===== config.mk =====
export PLATFORM = sky130hd
export DESIGN_NAME = acc_stream_fifo_flat
export DESIGN_NICKNAME = d
export VERILOG_FILES = /design/src/rtl/acc_stream_fifo_if.sv /design/src/rtl/acc_stream_fifo.sv /design/src/flat_wrapper.sv
export SDC_FILE = /design/constraint.sdc
export NUM_CORES = 1
export LEC_CHECK = 0
export CAP_MARGIN = 20
export CORE_AREA = 5 5 238 240
export CTS_BUF_LIST = sky130_fd_sc_hd__clkbuf_16
export CTS_CLUSTER_SIZE = 16
export DETAILED_ROUTE_END_ITERATION = 7
export DIE_AREA = 0 0 243 245
export PLACE_DENSITY = 0.55
export SYNTH_ARGS = -nofsm -noshare
export SYNTH_HDL_FRONTEND = slang
export SYNTH_SLANG_ARGS = --single-unit

===== constraint.sdc =====
create_clock -name i_clk -period 8.3 [get_ports i_clk]
set_clock_uncertainty 0.1 [all_clocks]
set_input_delay 2.49 -clock i_clk [delete_from_list [all_inputs] [get_ports i_clk]]
set_output_delay 2.49 -clock i_clk [all_outputs]
set_load 0.03 [all_outputs]

===== src/rtl/acc_stream_fifo_if.sv =====
// Stream interface between the data & control router and acc_stream_fifo.
// master : the side that drives put/get/flush (router or accelerator).
// slave  : the FIFO itself.
// Signals:
//   flush       master->slave  synchronous clear of contents
//   put_req     master->slave  write request, data_in sampled on the same edge
//   data_in     master->slave  write data
//   get_req     master->slave  read request
//   data_out    slave->master  registered read data
//   data_valid  slave->master  one-cycle pulse, data_out holds a newly read word
//   full/empty/almost_full     occupancy flags
//   count       slave->master  words stored, 0..2**ADDR_WIDTH
//   overflow    slave->master  sticky, a put was rejected while full
//   underflow   slave->master  sticky, a get was rejected while empty
interface acc_stream_fifo_if #(
  parameter int unsigned DATA_WIDTH = 32,
  parameter int unsigned ADDR_WIDTH = 4
);
  logic                  flush;
  logic                  put_req;
  logic [DATA_WIDTH-1:0] data_in;
  logic                  get_req;
  logic [DATA_WIDTH-1:0] data_out;
  logic                  data_valid;
  logic                  full;
  logic                  empty;
  logic                  almost_full;
  logic [ADDR_WIDTH:0]   count;
  logic                  overflow;
  logic                  underflow;

  modport master (
    output flush, put_req, data_in, get_req,
    input  data_out, data_valid, full, empty, almost_full, count, overflow, underflow
  );

  modport slave (
    input  flush, put_req, data_in, get_req,
    output data_out, data_valid, full, empty, almost_full, count, overflow, underflow
  );
endinterface


===== src/rtl/acc_stream_fifo.sv =====
// Synchronous FIFO between the data & control router and one accelerator.
// Used twice per accelerator: a "to" FIFO (router fills, accelerator drains) and a
// "from" FIFO (accelerator fills, router drains). The occupancy flags let the router
// pause address generation and gate its put/get requests.
// Ports:
//   i_clk    rising-edge clock
//   i_reset  synchronous active-high reset, overrides everything
//   io_bus   acc_stream_fifo_if.slave: flush, put/get handshake, data, flags, count, errors
module acc_stream_fifo #(
  parameter int unsigned DATA_WIDTH  = 32,
  parameter int unsigned ADDR_WIDTH  = 4,
  parameter int unsigned AFULL_LEVEL = 12
) (
  input  logic                 i_clk,
  input  logic                 i_reset,
  acc_stream_fifo_if.slave     io_bus
);
  localparam int unsigned DEPTH = 2 ** ADDR_WIDTH;
  localparam logic [ADDR_WIDTH:0] DepthCnt = {1'b1, {ADDR_WIDTH{1'b0}}};
  localparam logic [ADDR_WIDTH:0] AfullCnt = (ADDR_WIDTH + 1)'(AFULL_LEVEL);

  logic [DATA_WIDTH-1:0] r_mem [DEPTH];
  logic [ADDR_WIDTH-1:0] r_wr_ptr;
  logic [ADDR_WIDTH-1:0] r_rd_ptr;
  logic [ADDR_WIDTH:0]   r_count;
  logic [DATA_WIDTH-1:0] r_data_out;
  logic                  r_data_valid;
  logic                  r_overflow;
  logic                  r_underflow;

  logic                  w_full;
  logic                  w_empty;
  logic                  w_get_acc;
  logic                  w_put_acc;
  logic [ADDR_WIDTH:0]   w_count_next;

  // Flags come from the explicit count, so full and empty never alias.
  assign w_full    = (r_count == DepthCnt);
  assign w_empty   = (r_count == '0);
  assign w_get_acc = io_bus.get_req & ~w_empty;
  // A simultaneous accepted get frees a slot, so a put into a full FIFO still lands.
  assign w_put_acc = io_bus.put_req & (~w_full | w_get_acc);

  always_comb begin
    w_count_next = r_count;
    case ({w_put_acc, w_get_acc})
      2'b10:   w_count_next = r_count + 1'b1;
      2'b01:   w_count_next = r_count - 1'b1;
      default: w_count_next = r_count;
    endcase
  end

  // Storage array is deliberately not cleared by reset or flush.
  always_ff @(posedge i_clk) begin
    if (!i_reset && !io_bus.flush && w_put_acc) begin
      r_mem[r_wr_ptr] <= io_bus.data_in;
    end
  end

  always_ff @(posedge i_clk) begin
    if (i_reset) begin
      r_wr_ptr     <= '0;
      r_rd_ptr     <= '0;
      r_count      <= '0;
      r_data_out   <= '0;
      r_data_valid <= 1'b0;
      r_overflow   <= 1'b0;
      r_underflow  <= 1'b0;
    end else if (io_bus.flush) begin
      // Contents dropped; data_out and sticky errors are retained.
      r_wr_ptr     <= '0;
      r_rd_ptr     <= '0;
      r_count      <= '0;
      r_data_valid <= 1'b0;
    end else begin
      r_data_valid <= w_get_acc;
      r_count      <= w_count_next;
      if (w_put_acc) begin
        r_wr_ptr <= r_wr_ptr + 1'b1;
      end
      if (w_get_acc) begin
        r_rd_ptr   <= r_rd_ptr + 1'b1;
        r_data_out <= r_mem[r_rd_ptr];
      end
      if (io_bus.put_req && w_full && !w_get_acc) begin
        r_overflow <= 1'b1;
      end
      if (io_bus.get_req && w_empty) begin
        r_underflow <= 1'b1;
      end
    end
  end

  assign io_bus.data_out    = r_data_out;
  assign io_bus.data_valid  = r_data_valid;
  assign io_bus.full        = w_full;
  assign io_bus.empty       = w_empty;
  assign io_bus.almost_full = (r_count >= AfullCnt);
  assign io_bus.count       = r_count;
  assign io_bus.overflow    = r_overflow;
  assign io_bus.underflow   = r_underflow;
endmodule


===== src/flat_wrapper.sv =====
// flat-port wrapper written by rule: the top's interface ports become plain ports
module acc_stream_fifo_flat 
#(
  parameter int unsigned DATA_WIDTH  = 32,
  parameter int unsigned ADDR_WIDTH  = 4,
  parameter int unsigned AFULL_LEVEL = 12
)
  (i_clk, i_reset, io_bus_flush, io_bus_put_req, io_bus_data_in, io_bus_get_req, io_bus_data_out, io_bus_data_valid, io_bus_full, io_bus_empty, io_bus_almost_full, io_bus_count, io_bus_overflow, io_bus_underflow);
  acc_stream_fifo_if #(.DATA_WIDTH(DATA_WIDTH), .ADDR_WIDTH(ADDR_WIDTH)) io_bus_i ();
  input  logic i_clk;
  input  logic i_reset;
  input wire logic [$bits(io_bus_i.flush)-1:0] io_bus_flush;
  input wire logic [$bits(io_bus_i.put_req)-1:0] io_bus_put_req;
  input wire logic [$bits(io_bus_i.data_in)-1:0] io_bus_data_in;
  input wire logic [$bits(io_bus_i.get_req)-1:0] io_bus_get_req;
  output wire logic [$bits(io_bus_i.data_out)-1:0] io_bus_data_out;
  output wire logic [$bits(io_bus_i.data_valid)-1:0] io_bus_data_valid;
  output wire logic [$bits(io_bus_i.full)-1:0] io_bus_full;
  output wire logic [$bits(io_bus_i.empty)-1:0] io_bus_empty;
  output wire logic [$bits(io_bus_i.almost_full)-1:0] io_bus_almost_full;
  output wire logic [$bits(io_bus_i.count)-1:0] io_bus_count;
  output wire logic [$bits(io_bus_i.overflow)-1:0] io_bus_overflow;
  output wire logic [$bits(io_bus_i.underflow)-1:0] io_bus_underflow;
  assign io_bus_i.flush = io_bus_flush;
  assign io_bus_i.put_req = io_bus_put_req;
  assign io_bus_i.data_in = io_bus_data_in;
  assign io_bus_i.get_req = io_bus_get_req;
  assign io_bus_data_out = io_bus_i.data_out;
  assign io_bus_data_valid = io_bus_i.data_valid;
  assign io_bus_full = io_bus_i.full;
  assign io_bus_empty = io_bus_i.empty;
  assign io_bus_almost_full = io_bus_i.almost_full;
  assign io_bus_count = io_bus_i.count;
  assign io_bus_overflow = io_bus_i.overflow;
  assign io_bus_underflow = io_bus_i.underflow;
  acc_stream_fifo #(.DATA_WIDTH(DATA_WIDTH), .ADDR_WIDTH(ADDR_WIDTH), .AFULL_LEVEL(AFULL_LEVEL)) u_core (.i_clk(i_clk), .i_reset(i_reset), .io_bus(io_bus_i));
endmodule

Word level (Yosys, flattened, before mapping)
Memories as Yosys holds them, arrays and structs flattened. A register that Yosys moved wholly into a read port is not among the register bits.
Cells that the tools add are included.
{"block": "totals", "n_memories": 1, "output_inout_bits": 43, "ramBits": 512, "in_bits": 37, "elab_cells": 38, "register_bits": 16}
{"block": "op_classes", "n_reduce_logical": 14, "bitwise_logic": 6, "mux": 3, "n_addsub": 4, "order_cmp": 1, "n_eq_ne": 3}
{"name": "u_core.r_mem", "words": 16, "word_bits": 32, "read_ports": 1, "rd_ports_with_merged_regs": 1, "wr": 1, "line": "acc_stream_fifo.sv:22", "source": "logic [DATA_WIDTH-1:0] r_mem [DEPTH];"}
{"cell": "5-bit case mux with 2 select lines", "n": 1}
{"cell": "4-bit by 1-bit adder with 4-bit output, second input constant", "n": 2}
{"cell": "2-bit AND reduction", "n": 3}
{"cell": "5-bit by 1-bit adder with 5-bit output, second input constant", "n": 1}
{"cell": "5-bit equality test, second input constant", "n": 1}
{"cell": "5-bit by 4-bit greater-or-equal comparator with 1-bit output, second input constant", "n": 1}
{"cell": "1-bit logical AND", "n": 5}
{"cell": "5-bit logical NOT", "n": 1}
{"cell": "5-bit by 1-bit subtractor with 5-bit output, second input constant", "n": 1}
{"cell": "1-bit logical NOT", "n": 3}
{"cell": "1-bit inverter", "n": 3}
{"cell": "1-bit bitwise AND", "n": 2}
{"cell": "2-bit by 1-bit equality test with 1-bit output, second input constant", "n": 1}
{"cell": "2-bit equality test, second input constant", "n": 1}
{"cell": "1-bit 2-to-1 mux", "n": 2}
{"cell": "2-bit nonzero test", "n": 1}
{"cell": "2-bit OR reduction", "n": 1}
{"cell": "1-bit bitwise OR", "n": 1}

Logic depth before layout (Yosys ltp)
Gate-level depths: netlist of run 1.
{"block": "depth", "depth_word": 8, "mapped_depth": 11, "ltp_nobuf": 11}

Least setup slack after synthesis of run 1
No wires, ideal clock.
{"block": "synth_path", "path_type": "input to register", "startpoint": "input i_reset", "endpoint": "memory u_core.r_mem[0][0], enable pin", "t_required_ns": 7.779, "setup_ns": 0.421, "slack_ns": 3.124, "cell_stages": 4, "arrival_ns": 4.655, "n_path_buf": 1, "cell_sequence": "or2_2 > clkbuf_1 > or3_1 > nor2_1"}
{"block": "synth_between", "elab_chain_len": 5}
{"element": "start: declaration", "line": "flat_wrapper.sv:11", "source": "input logic i_reset;"}
{"element": "1-bit logical NOT", "line": "acc_stream_fifo.sv:55", "source": "if (!i_reset && !io_bus.flush && w_put_acc) begin"}
{"element": "1-bit logical AND (2 in a row)", "line": "acc_stream_fifo.sv:55"}
{"element": "1-bit 2-to-1 mux", "line": "acc_stream_fifo.sv:55"}
{"element": "1-bit 2-to-1 mux (not written as such)", "line": "acc_stream_fifo.sv:56", "source": "r_mem[r_wr_ptr] <= io_bus.data_in;"}
{"element": "end: declaration", "line": "acc_stream_fifo.sv:22"}
Every way passes these cells.

Final worst setup path of run 1
{"block": "layout_path", "startpoint": "input io_bus_get_req", "endpoint": "memory u_core.r_mem[12][14], enable pin"}
{"block": "layout_between", "elab_chain_len": 6}
{"element": "start: declaration", "line": "flat_wrapper.sv:15", "source": "input wire logic [$bits(io_bus_i.get_req)-1:0] io_bus_get_req;"}
{"element": "1-bit bitwise AND", "line": "acc_stream_fifo.sv:40", "source": "assign w_get_acc = io_bus.get_req & ~w_empty;"}
{"element": "1-bit bitwise OR", "line": "acc_stream_fifo.sv:42", "source": "assign w_put_acc = io_bus.put_req & (~w_full | w_get_acc);"}
{"element": "1-bit bitwise AND", "line": "acc_stream_fifo.sv:42"}
{"element": "1-bit logical AND", "line": "acc_stream_fifo.sv:55"}
{"element": "1-bit 2-to-1 mux", "line": "acc_stream_fifo.sv:55"}
{"element": "1-bit 2-to-1 mux (not written as such)", "line": "acc_stream_fifo.sv:56"}
Every way passes these cells.

==> results_dict.tcl, run 1 <==
set metrics [dict create \
    period_utilization 0.586 \
    ys_top_cells_by_count "512 x edfxtp_1, 109 x mux4_2, 85 x mux2i_1" \
    wl_mm 47.3 \
    clk_pin_slew_ps 60 \
    detail_route.wl_per_cell_um 25.0 \
    timing_worst_setup_path_type "input port to flop" \
    wire_length_of_the_first_global_routing_pass_mm 71.3 \
    design_area_um2 25300 \
    core_um2 54400 \
    post_synth_inst_count 1029 \
    finalHoldWorstSlack_ps 367 \
    globalplace.congestion 0.722 \
    min_to "u_core.io_bus.underflow" \
    worst_r2r_startpoint "u_core.r_rd_ptr[2]" \
    async_reset_ff_frac 0 \
    cts_buf_count 58 \
    maxSlewViolCount 0 \
    via_count_of_the_first_global_routing_pass 10760 \
    cts_hold_repair.buffers 0 \
    post-synth-top-area-fraction 0.716 \
    power.static_leakage_nw 7.62 \
    die-height_um 245 \
    regArea_um2 16300 \
    hp-class "flop to flop" \
    hpwl_reported_at_the_end_of_detailed_placement_mm 26.4 \
    synthDistinctLibCells 43 \
    crit_path_cell_chain "clkdlybuf4s50_1 -> inv_1 -> a31oi_2 -> nand2_1 -> nor2_4 -> buf_4" \
    cp-end-kind "flop" \
    syn_area_um2 21500 \
    cts_buffer_depth 3 \
    max-cap-violations 0 \
    outcome "finished clean" \
    antenna_found_initial 1 \
    synth_seq_cells 560 \
    gr-usage-all-layers 0.159 \
    initial_core_utilization 0.395 \
    grt_remaining_overflow 0 \
    post_drt_via_cell_ratio 5.37 \
    cts_tree "built" \
    unrepaired_setup_endpoints_after_global_routing "no" \
    max_fo_critical_path 18 \
    yosysWarnings 0 \
    timing.final.setup_violations 0 \
    number_of_stages_on_the_worst_hold_path 2 \
    largest_cells_by_area_after_synthesis "edfxtp_1 72%, mux4_2 11%, dfxtp_1 4.5%" \
    cp_top_family "simple AND/OR/NAND/NOR gates" \
    dp_worst_setup_slack_ps 2800 \
    synth_sequential_area_ratio 0.760 \
    syn_avg_cell_area_um2 20.9 \
    drt_iter0_markers 822 \
    ctsRootBufferMaster "clkbuf_16" \
    critPathLaunch "io_bus_get_req" \
    vias 10161 \
    postLayoutCoreUtil 0.465 \
    setup_total_negative_slack_ps 0 \
    synth-main-ff-cell "edfxtp_1" \
    count_of_clock_tree_sinks 560 \
    startpoint_type "input port" \
    layout.nets 1184 \
    largest_net_degree_at_the_start_of_global_routing 59 \
    setup_slack_of_the_most_critical_reg_to_reg_path_ps 5020 \
    design.die.area_um2 59500 \
    synth.net_count 1076 \
    tightestPinTransition_ps 1000 \
    cell_type_contributing_the_most_total_cell_area_after_synthesis "edfxtp_1" \
    final_hold_viol_count 0 \
    worst_path_largest_cell_delay_ps 680 \
    number_of_enable_type_register_cells_in_the_synthesized_netlist 512 \
    post-synth-top-count-cell "edfxtp_1" \
    worst-endpoint-required_ps 8460 \
    hold_start "u_core.io_bus.underflow" \
    share_of_cells_above_drive_strength_1 0.228 \
    total_power_mw 6.07 \
    postCtsResizedCells 0 \
    placementRows 86 \
    worst_ep_arrival_time_ps 5020 \
    postCtsSetupBuffers 0 \
    achievable-frequency_mhz 206 \
    ant_nets 0 \
    top_level_ports 80 \
    worst_skew_pair.late_latency_ps 590 \
    num-fill-cells 4560 \
    io_buffers 79 \
    cts_max_level 2 \
    setup_ws_ps 3440 \
    critical_path_top_delay_cell "nor2_4" \
    worst_r2r_path_depth 6 \
    total_cell_area_at_the_placement_stage_um2 23200 \
    max-vdd-ir-drop_uv 169 \
    finish.cell_count_without_fillers 1891 \
    drt_drc_violations_left 0 \
    syn_to_final_growth_pct 17.7 \
    multi_input_area_um2 4950 \
    cp_num_buf_inv 3 \
    remaining_max_slew_budget_at_the_tightest_pin 0.331 \
    total_iterations_of_the_first_detailed_routing_run 5 \
    timing.final.crit_period_ps 4860 \
    dp_cells 1781 \
    die_w_um 243 \
    cellPowerDensity_nw_per_um2 240 \
    worst_r2r_endpoint "u_core.io_bus.data_out[23]" \
]
==> area by class of cell <==
type                    count  share of cell area
clock inverters            50              0.0242
diodes                      1           0.0000989
inverters                  11             0.00163
flip-flops and latches    560               0.646
well taps                 704              0.0348
multi-input cells         403               0.196
repair buffers            103              0.0390
clock buffers              59              0.0584
==> power breakdown <==
part           total, mW  switching, mW  leakage, nW  internal, mW
Sequential          3.10         0.0115         5.00          3.09
Clock               2.81           1.06         1.04          1.75
Combinational      0.157         0.0998         1.58        0.0569
==> per-layer routing <==
layer / share of wire / up-vias / routed length, um / global-route usage
met1: 0.47 / 5410 / 22400 / 0.234
met4: 0.016 / 0 / 749 / 0.0344
li1: - / 4483 / - / -
met3: 0.043 / 51 / 2040 / 0.0274
met5: 0 / - / 0 / 0
met2: 0.47 / 217 / 22200 / 0.252
==> worst min-delay path, stage by stage (launching register included) <==
cell and delay [ps]:
dfxtp_1 320, a21oi_1 40, nor2_1 70
==> cells by family after synthesis <==
| kind of cell | synth area share |
|---|---|
| xor+xnor | 0.00326 |
| buf+inv | 0.0153 |
| flops | 0.760 |
| compound gates | 0.0313 |
| fa+ha+maj | 0.00617 |
| mux | 0.155 |
| simple gates | 0.0288 |
==> placed cells by master (no fill, tap or decap), drive strengths merged, types with 3 or more instances in the layout <==
cell,count
ha,9
bufinv,15
clkinv,26
a21oi,13
xor2,6
or3,4
o32ai,3
nor3,4
nand3,5
o221ai,24
o22ai,15
nor2,47
buf,25
a311oi,3
inv,19
clkbuf,59
edfxtp,512
dfxtp,48
a211oi,11
nand3b,28
nand2,12
mux2i,85
mux4,109
nor2b,4
clkdlybuf4s50,78
==> worst max-delay path by stage <==
stage | end | slack (ps) | cells past startpoint
final | u_core.r_mem[12][14] | 3440 | 6
after global routing | u_core.io_bus.count[4] | 3290 | 11
after CTS | io_bus_empty | 3400 | 3
after detailed placement | u_core.r_mem[11][22] | 2800 | 6
after global placement | u_core.r_mem[12][11] | 2830 | 6
after floorplan | u_core.r_mem[0][0] | 3120 | 4
==> registers in the layout, summed over array words and instances, names as in the netlist <==
| register | count |
|---|---|
| u_core.io_bus.count | 5 |
| u_core.r_mem | 512 |
| u_core.io_bus.data_valid | 1 |
| u_core.r_rd_ptr | 4 |
| u_core.io_bus.underflow | 1 |
| u_core.io_bus.overflow | 1 |
| u_core.r_wr_ptr | 4 |
| u_core.io_bus.data_out | 32 |
Power figures use the tool's default switching activity.
==> run 2: changes to the inputs <==
clock period = 5 ns   (was 8.3 ns; I/O delays follow)
==> run 2 against run 1 <==
Net effect: utilization hardly changed; sequential share of layout area about the same; critical path depth fell by 3; via count increased by 1.5%; register-to-register slack worse by 2900 ps; hold slack better by 7.3 ps; critical path type is now flop to primary output; total power grew 58%; non-clock buffer count is 14 higher.
==> results_dict.tcl, run 2 (synthesized netlist as in run 1, its figures left out) <==
set metrics [dict create \
    cts_max_level 2 \
    worst_r2r_startpoint "u_core.io_bus.count[0]" \
    setup_ws_ps 1120 \
    core_um2 54400 \
    antenna_found_initial 1 \
    timing.final.setup_violations 0 \
    clk_pin_slew_ps 60 \
    max_fo_critical_path 5 \
    startpoint_type "flop" \
    wl_met3_mm 2.41 \
    initial_core_utilization 0.395 \
    sw_frac_of_total 0.207 \
    postCtsSetupBuffers 0 \
    dr.max_layer_used "met4" \
    vias 10312 \
    cellPowerDensity_nw_per_um2 379 \
    finish.cell_count_without_fillers 1905 \
    design_area_um2 25300 \
    cp-end-kind "primary output" \
    critPathLaunch "u_core.io_bus.count[0]" \
    wl_mm 48.9 \
    cts_buffer_depth 3 \
    hp-class "flop to flop" \
    power.internal_mw 7.60 \
    worst_r2r_path_depth 12 \
    regMostFlops "u_core.r_mem" \
    post_drt_via_cell_ratio 5.41 \
    tightestPinTransition_ps 979 \
    die-height_um 245 \
    achievable-frequency_mhz 258 \
    total_iterations_of_the_first_detailed_routing_run 5 \
    share_of_cells_above_drive_strength_1 0.229 \
    gr-usage-all-layers 0.163 \
    cts_buf_count 58 \
    timing.final.crit_period_ps 3880 \
    top_level_ports 80 \
    drt_iter0_markers 774 \
    dp_cells 1795 \
    inserted_diodes 0 \
    total_cell_area_at_the_placement_stage_um2 23400 \
    period_utilization 0.776 \
    power_switching_mw 1.98 \
    io_buffers 79 \
    cts_tree "built" \
    globalplace.congestion 0.758 \
    via_count_of_the_first_global_routing_pass 10793 \
    design.die.area_um2 59500 \
    wire_length_of_the_first_global_routing_pass_mm 72.4 \
    maxSlewViolCount 0 \
    cts_hold_repair.buffers 0 \
    max_reg_flops 512 \
    drt_drc_violations_left 0 \
    worst_r2r_endpoint "u_core.io_bus.count[4]" \
    worst_skew_pair.late_latency_ps 630 \
    detail_route.wl_per_cell_um 25.7 \
    power.static_leakage_nw 7.67 \
    most_common_cell_after_layout_fill_and_taps_aside "edfxtp_1" \
    dp_worst_setup_slack_ps 651 \
    timing_worst_setup_path_type "flop to primary output" \
    met2RoutedLength_mm 22.9 \
    mostFrequentLayoutCells "512 x edfxtp_1, 109 x mux4_2, 85 x mux2i_1" \
    unrepaired_setup_endpoints_after_global_routing "no" \
    syn_to_final_growth_pct 17.7 \
    placementRows 86 \
    max-cap-violations 0 \
    grt_remaining_overflow 0 \
    postCtsResizedCells 0 \
    setup_slack_of_the_most_critical_reg_to_reg_path_ps 2070 \
    ctsRootBufferMaster "clkbuf_16" \
    power_frac_seq 0.537 \
    remaining_max_slew_budget_at_the_tightest_pin 0.347 \
    clock_network_fraction_of_total_power 0.434 \
    ant_nets 0 \
    crit_path_end "io_bus_empty" \
    largest_net_degree_at_the_start_of_global_routing 61 \
    count_of_clock_tree_sinks 560 \
    setup_total_negative_slack_ps 0 \
    outcome "finished clean" \
    max-vdd-ir-drop_uv 261 \
    worst-endpoint-required_ps 3400 \
    hpwl_reported_at_the_end_of_detailed_placement_mm 29.1 \
    die_w_um 243 \
    power_frac_comb 0.029 \
    worst_ep_arrival_time_ps 2280 \
    final_hold_viol_count 0 \
    layout.nets 1198 \
    total_power_mw 9.58 \
    wl_met1_mm 22.7 \
]
[run 2: how the worst min path moves through the flow]
| stage | startpoint | to | depth (start not counted) |
|---|---|---|---|
| global route | u_core.io_bus.underflow | u_core.io_bus.underflow | 2 |
| CTS | u_core.io_bus.underflow | u_core.io_bus.underflow | 2 |
| floorplan | u_core.r_wr_ptr[3] | u_core.r_wr_ptr[3] | 2 |
| detailed placement | u_core.io_bus.underflow | u_core.io_bus.underflow | 2 |
| global placement | u_core.io_bus.overflow | u_core.io_bus.overflow | 2 |
| finish | u_core.io_bus.underflow | u_core.io_bus.underflow | 2 |
[run 2: layout make-up]
class	count	area, um^2
flip-flops and latches	560	16300
repair buffers	117	1220
inverters	11	41.3
well taps	704	881
multi-input cells	403	4950
fillers	4604	29200
clock inverters	52	399
clock buffers	58	1450
[run 2: through the flow]
stage	util	hold WS [ps]
after floorplan	-	435
after global placement	0.431	353
after detailed placement	0.431	370
after CTS	0.464	386
after global routing	0.464	422
final	0.464	375
[run 2: power by group through the flow]
stage	clock network, mW	registers (mW)	logic (mW)
finish	4.16	5.15	0.276
global route	4.44	5.15	0.298
CTS	4.27	5.15	0.280
detailed placement	0	5.25	0.280
global placement	0	5.25	0.276
floorplan	0	5.26	0.100
[run 2: routing by layer]
layer / vias up / global-route usage
met1: 5469 / 0.242
li1: 4512 / -
met5: - / 0
met3: 65 / 0.0254
met2: 266 / 0.255
met4: 0 / 0.0414
[run 2: worst max-delay path: stages (launching register included)]
cell and delay [ps]:
dfxtp_1 380, nor4_4 390, and2_4 230, clkdlybuf4s50_1 670
==> patch 1: new RTL, flow settings as in run 1 <==
`DATA_WIDTH` is set to 32 in 3 places; all go to 24.
--- a/src/rtl/acc_stream_fifo_if.sv
+++ b/src/rtl/acc_stream_fifo_if.sv
@@ -13,7 +13,7 @@
 //   overflow    slave->master  sticky, a put was rejected while full
 //   underflow   slave->master  sticky, a get was rejected while empty
 interface acc_stream_fifo_if #(
-  parameter int unsigned DATA_WIDTH = 32,
+  parameter int unsigned DATA_WIDTH = 24,
   parameter int unsigned ADDR_WIDTH = 4
 );
   logic                  flush;
--- a/src/rtl/acc_stream_fifo.sv
+++ b/src/rtl/acc_stream_fifo.sv
@@ -7,7 +7,7 @@
 //   i_reset  synchronous active-high reset, overrides everything
 //   io_bus   acc_stream_fifo_if.slave: flush, put/get handshake, data, flags, count, errors
 module acc_stream_fifo #(
-  parameter int unsigned DATA_WIDTH  = 32,
+  parameter int unsigned DATA_WIDTH  = 24,
   parameter int unsigned ADDR_WIDTH  = 4,
   parameter int unsigned AFULL_LEVEL = 12
 ) (
--- a/src/flat_wrapper.sv
+++ b/src/flat_wrapper.sv
@@ -1,7 +1,7 @@
 // flat-port wrapper written by rule: the top's interface ports become plain ports
 module acc_stream_fifo_flat 
 #(
-  parameter int unsigned DATA_WIDTH  = 32,
+  parameter int unsigned DATA_WIDTH  = 24,
   parameter int unsigned ADDR_WIDTH  = 4,
   parameter int unsigned AFULL_LEVEL = 12
 )
Interface: changed (resized io_bus_data_in and io_bus_data_out); port bits go from 80 to 64. No check against the original RTL was run, so the function may have changed too.
==> patch 1 against run 1 <==
Power fell by 28%; area after synthesis fell by 25%; wire length fell by 24%; critical endpoint is now io_bus_empty; critical path type is now flip-flop to primary output; design area fell by 25%; worst setup slack got worse by 0.27 ns; sequential cell count fell by 136; sequential share of layout area barely moved; largest cell class unchanged.
==> patch 1: results (changes against run 1) <==
stage,metric,value,unit,change
cells_and_area,Non-Filler Instances,1590,,"was 1,891"
outcome,status,"finished, final reports clean",,unchanged
power,leak pwr,5.70,nW,was 7.62 nW
worst_setup_path,Critical Path AT,2.54,ns,was 5.02 ns
power,Seq group,2.35,mW,was 3.10 mW
cells_and_area,end-of-flow core utilization,35.1,%,was 46.5%
yosys,mean post-synth cell area,21.0,sq um,was 20.9 sq um
timing,slew margin rel.,30.9,%,was 33.1%
place,DP Area,17700,sq um,"was 23,200 sq um"
yosys,top post-synthesis cells by area,"edfxtp_1, mux4_2, dfxtp_1, mux2i_1, mux2_2",,"was edfxtp_1, mux4_2, dfxtp_1, mux2i_1, o221ai_2"
global_route,vias in the first global route,7942,,"was 10,800"
yosys,Post-synth EDFFs,384,,was 512
worst_hold_path,Hold Path End,u_core.io_bus.data_out[9],,was u_core.io_bus.underflow
drt,violation count after the first detailed-routing iteration,500,,was 822
power,P_clk,1.91,mW,was 2.81 mW
global_route,global-route wire length before repair,53500,microns,"was 71,300 microns"
cells_and_area,clock buffers,45,,was 59
yosys,sequential share of the synthesized area,76.1,%,was 76.0%
cells_and_area,Non-clk bufs,71,,was 103
timing,Tmin final,5.13,ns,was 4.86 ns
worst_setup_path,worst setup path end,io_bus_empty,,was u_core.r_mem[12][14]
cells_and_area,Seq area share,64.7,%,was 64.6%
clocking,later-pin clock latency in the skew report,0.55,ns,was 0.59 ns
drt,drt pass-1 iters,4,,was 5
cells_and_area,layout cell share with drive strength beyond 1,23.6,%,was 22.8%
yosys,Yosys reg bits,424,,was 560
global_route,GRT Total Usage,12.0,%,was 15.9%
timing,WHS,0.413,ns,was 0.367 ns
place,hpwl dp,20700,microns,"was 26,400 microns"
place,I/O Buffers,63,,was 79
yosys,Synth cell types,41,,was 43
drt,DR vias,7380,,"was 10,200"
cells_and_area,multi-input combinational area share,19.6,%,about the same
cells_and_area,nets,892,,"was 1,184"
worst_setup_path,R2R cell count,11,,was 6
worst_setup_path,peak per-stage delay on the critical path,0.70,ns,was 0.68 ns
yosys,"top cells by count, synth","edfxtp_1, mux4_2, nor2_1",,"was edfxtp_1, mux4_2, mux2i_1"
worst_setup_path,family with the most delay on the worst path,buffers and inverters,,was simple AND/OR/NAND/NOR gates
yosys,syn nets,810,,"was 1,076"
power,Worst VDD drop,0.143,mV,was 0.169 mV
patch 1: changes by cell type in the layout (fill, tap and decap cells not counted), moves of 13 or more:
cell	change
mux2i_1	-53
o22ai_1	-15
clkbuf_16	-14
nand3b_1	-27
mux4_2	-13
clkdlybuf4s50_1	-15
a22oi_1	+13
buf_4	-15
edfxtp_1	-128
o221ai_2	-20
mux2_2	+14
patch 1: per-layer routing:
| layer | routed length, microns | track usage, % | vias up |
|---|---|---|---|
| li1 | - | - | 3318 |
| met1 | 15600 | 15.5 | 3895 |
| met2 | 18200 | 20.7 | 123 |
| met3 | 1230 | 2.32 | 44 |
| met4 | 740 | 3.62 | 0 |
| met5 | 0 | 0 | - |
patch 1: cell families after synthesis:
family | count (synthesis) | synth area share (%)
XOR/XNOR | 8 | 0.432
flip-flops | 424 | 76.1
buffers and inverters | 49 | 1.57
adder cells (fa/ha/maj) | 10 | 0.818
AO/OA/AOI/OAI | 64 | 2.68
AND/OR/NAND/NOR | 72 | 1.98
multiplexers | 144 | 16.4
==> patch 2: new RTL, config.mk and constraints of run 1 <==
Without the edit above. Make the reset (`i_reset`) asynchronous in one clocked block. Comments in the files are not updated.
--- a/src/rtl/acc_stream_fifo.sv
+++ b/src/rtl/acc_stream_fifo.sv
@@ -57,7 +57,7 @@
     end
   end
 
-  always_ff @(posedge i_clk) begin
+  always_ff @(posedge i_clk or posedge i_reset) begin
     if (i_reset) begin
       r_wr_ptr     <= '0;
       r_rd_ptr     <= '0;
Formal check against the unedited RTL: differs if i_reset is asserted again (counterexample within 4 cycles, from zero or initial values and one cycle with i_reset high); with i_reset held inactive, the same outputs for 4 cycles.
==> patch 2 against run 1 <==
Design area is 0.11% lower; area after synthesis is essentially flat; sequential cell count unchanged; first-iteration DRC count is 8.2% lower; die area stayed put; sequential share of layout area rose by 1.0 points; critical path type unchanged; wire length rose by 1.5%; worst setup slack worse by 0.76 ns; worst hold slack got worse by 0.016 ns.
Power is not compared: it rests on default switching activity, and its combinational part moved more than twofold at a synthesized area within 25%.
==> patch 2: results (changes against run 1) <==
stage,metric,value,unit,change
timing,# setup viols final,0,,unchanged
yosys,syn nets,1031,,"was 1,076"
worst_setup_path,R2R cell count,5,,was 6
global_route,vias in the first global route,10400,,"was 10,800"
clocking,Num CTS Buffers,58,,unchanged
cells_and_area,Reg with most FFs,u_core.r_mem,,unchanged
worst_setup_path,CP Max Fanout,26,,was 18
cells_and_area,nets,1141,,"was 1,184"
worst_hold_path,WHS Path Cells,1,,was 2
cells_and_area,Non-Filler Instances,1847,,"was 1,891"
global_route,global-route wire length before repair,70500,microns,"was 71,300 microns"
timing,slew margin rel.,32.0,%,was 33.1%
worst_hold_path,Hold Path End,u_core.io_bus.underflow,,unchanged
worst_setup_path,Critical Path AT,5.84,ns,was 5.02 ns
worst_setup_path,Critical R2R Launch,u_core.io_bus.count[4],,was u_core.r_rd_ptr[2]
clocking,Post CTS Setup Buffer Count,0,,unchanged
place,Final GP Congestion,0.783,,was 0.722
drt,violation count after the first detailed-routing iteration,755,,was 822
yosys,"top cells by count, synth","edfxtp_1, mux4_2, mux2i_1",,unchanged
place,DP Area,23300,sq um,"was 23,200 sq um"
place,dpl cells,1734,,"was 1,781"
worst_setup_path,FF-to-FF setup slack,4.58,ns,was 5.02 ns
worst_setup_path,FF-to-FF End,u_core.r_mem[4][15],,was u_core.io_bus.data_out[23]
place,hpwl dp,28300,microns,"was 26,400 microns"
global_route,initial antenna violation count,0,,was 1
worst_hold_path,hold path start,u_core.io_bus.underflow,,unchanged
place,dpl ws,2.15,ns,was 2.80 ns
yosys,sequential share of the synthesized area,77.1,%,was 76.0%
global_route,largest net degree at the start of global routing,49,,was 59
cells_and_area,Layout area overhead,17.6,%,was 17.7%
clocking,"Reg clk slew, reported paths",0.06,ns,about the same
drt,total routed wirelength,48000,microns,"was 47,300 microns"
global_route,GRT Total Usage,16.0,%,was 15.9%
outcome,status,"finished, final reports clean",,unchanged
drt,Via density,5.42,,was 5.37
yosys,Synth async-reset ratio,8.57,%,was 0%
yosys,Syn Inst Count,985,,"was 1,029"
cells_and_area,# fillers,4480,,"was 4,560"
yosys,Post-synth EDFFs,512,,unchanged
yosys,top post-synthesis cells by area,"edfxtp_1, mux4_2, dfrtp_1, mux2i_1, o221ai_1",,"was edfxtp_1, mux4_2, dfxtp_1, mux2i_1, o221ai_2"
yosys,Synth cell types,38,,was 43
timing,WHS,0.352,ns,was 0.367 ns
cells_and_area,layout cell share with drive strength beyond 1,22.6,%,was 22.8%
patch 2: cell types whose count changed after synthesis, moves of 8 or more:
cell	delta
dfxtp_1	-48
nor2_1	-21
mux2i_1	-15
o221ai_1	+28
o22ai_1	-15
o221ai_2	-20
a21oi_1	-10
dfrtp_1	+48
mux4_2	+19
clkbuf_1	+9
nand3b_1	-28
buf_4	-8
nand2_1	+31
a211oi_1	-9
patch 2: power breakdown:
| part | total, mW | internal (mW) | switching [mW] |
|---|---|---|---|
| Sequential | 3.32 | 3.18 | 0.137 |
| Clock | 2.54 | 1.50 | 1.04 |
| Combinational | 0.868 | 0.353 | 0.515 |
| Total | 6.73 | 5.04 | 1.69 |
patch 2: worst max-delay path by stage:
| stage | startpoint | endpoint | slack [ns] | cells past startpoint |
|---|---|---|---|---|
| 6_report | io_bus_get_req | u_core.r_mem[4][15] | 2.67 | 6 |
| 3_5_place_dp | io_bus_get_req | u_core.r_mem[0][11] | 2.15 | 6 |
| 5_1_grt | io_bus_get_req | u_core.r_mem[0][9] | 2.51 | 6 |
| 3_3_place_gp | io_bus_get_req | u_core.r_mem[4][15] | 2.09 | 6 |
| 2_1_floorplan | io_bus_put_req | u_core.r_mem[0][0] | 2.11 | 5 |
| 4_1_cts | io_bus_get_req | u_core.r_mem[0][9] | 2.79 | 6 |
patch 2: layer usage:
layer	GRT usage, %	vias to the layer above	part of all wire [%]
li1	-	4307	-
met5	0	-	0
met4	4.66	0	2.1
met2	24.7	235	47
met1	23.7	5393	46
met3	2.66	68	4.6
patch 2: area by class of cell:
class,instances,area share [%]
Clock inverter,46,1.40
Antenna cell,1,0.00990
Clock buffer,61,6.04
Tap cell,704,3.49
Sequential cell,560,65.6
Inverter,11,0.163
Multi-Input combinational cell,361,18.9
Timing Repair Buffer,103,4.38
patch 2: cells by family after synthesis:
family          after synthesis  synth area share [%]
mux                         200                  16.8
flops                       560                  77.1
compound gates               56                  2.18
buf+inv                      64                  1.26
xor+xnor                      8                 0.326
fa+ha+maj                     9                 0.559
simple gates                 88                  1.78
patch 2: critical path: stages:
cell and delay (ns):
clkdlybuf4s50_1 0.72, nor2b_1 0.14, a211oi_1 0.85, nand2_1 0.43
nor2_4 0.90, buf_4 0.30
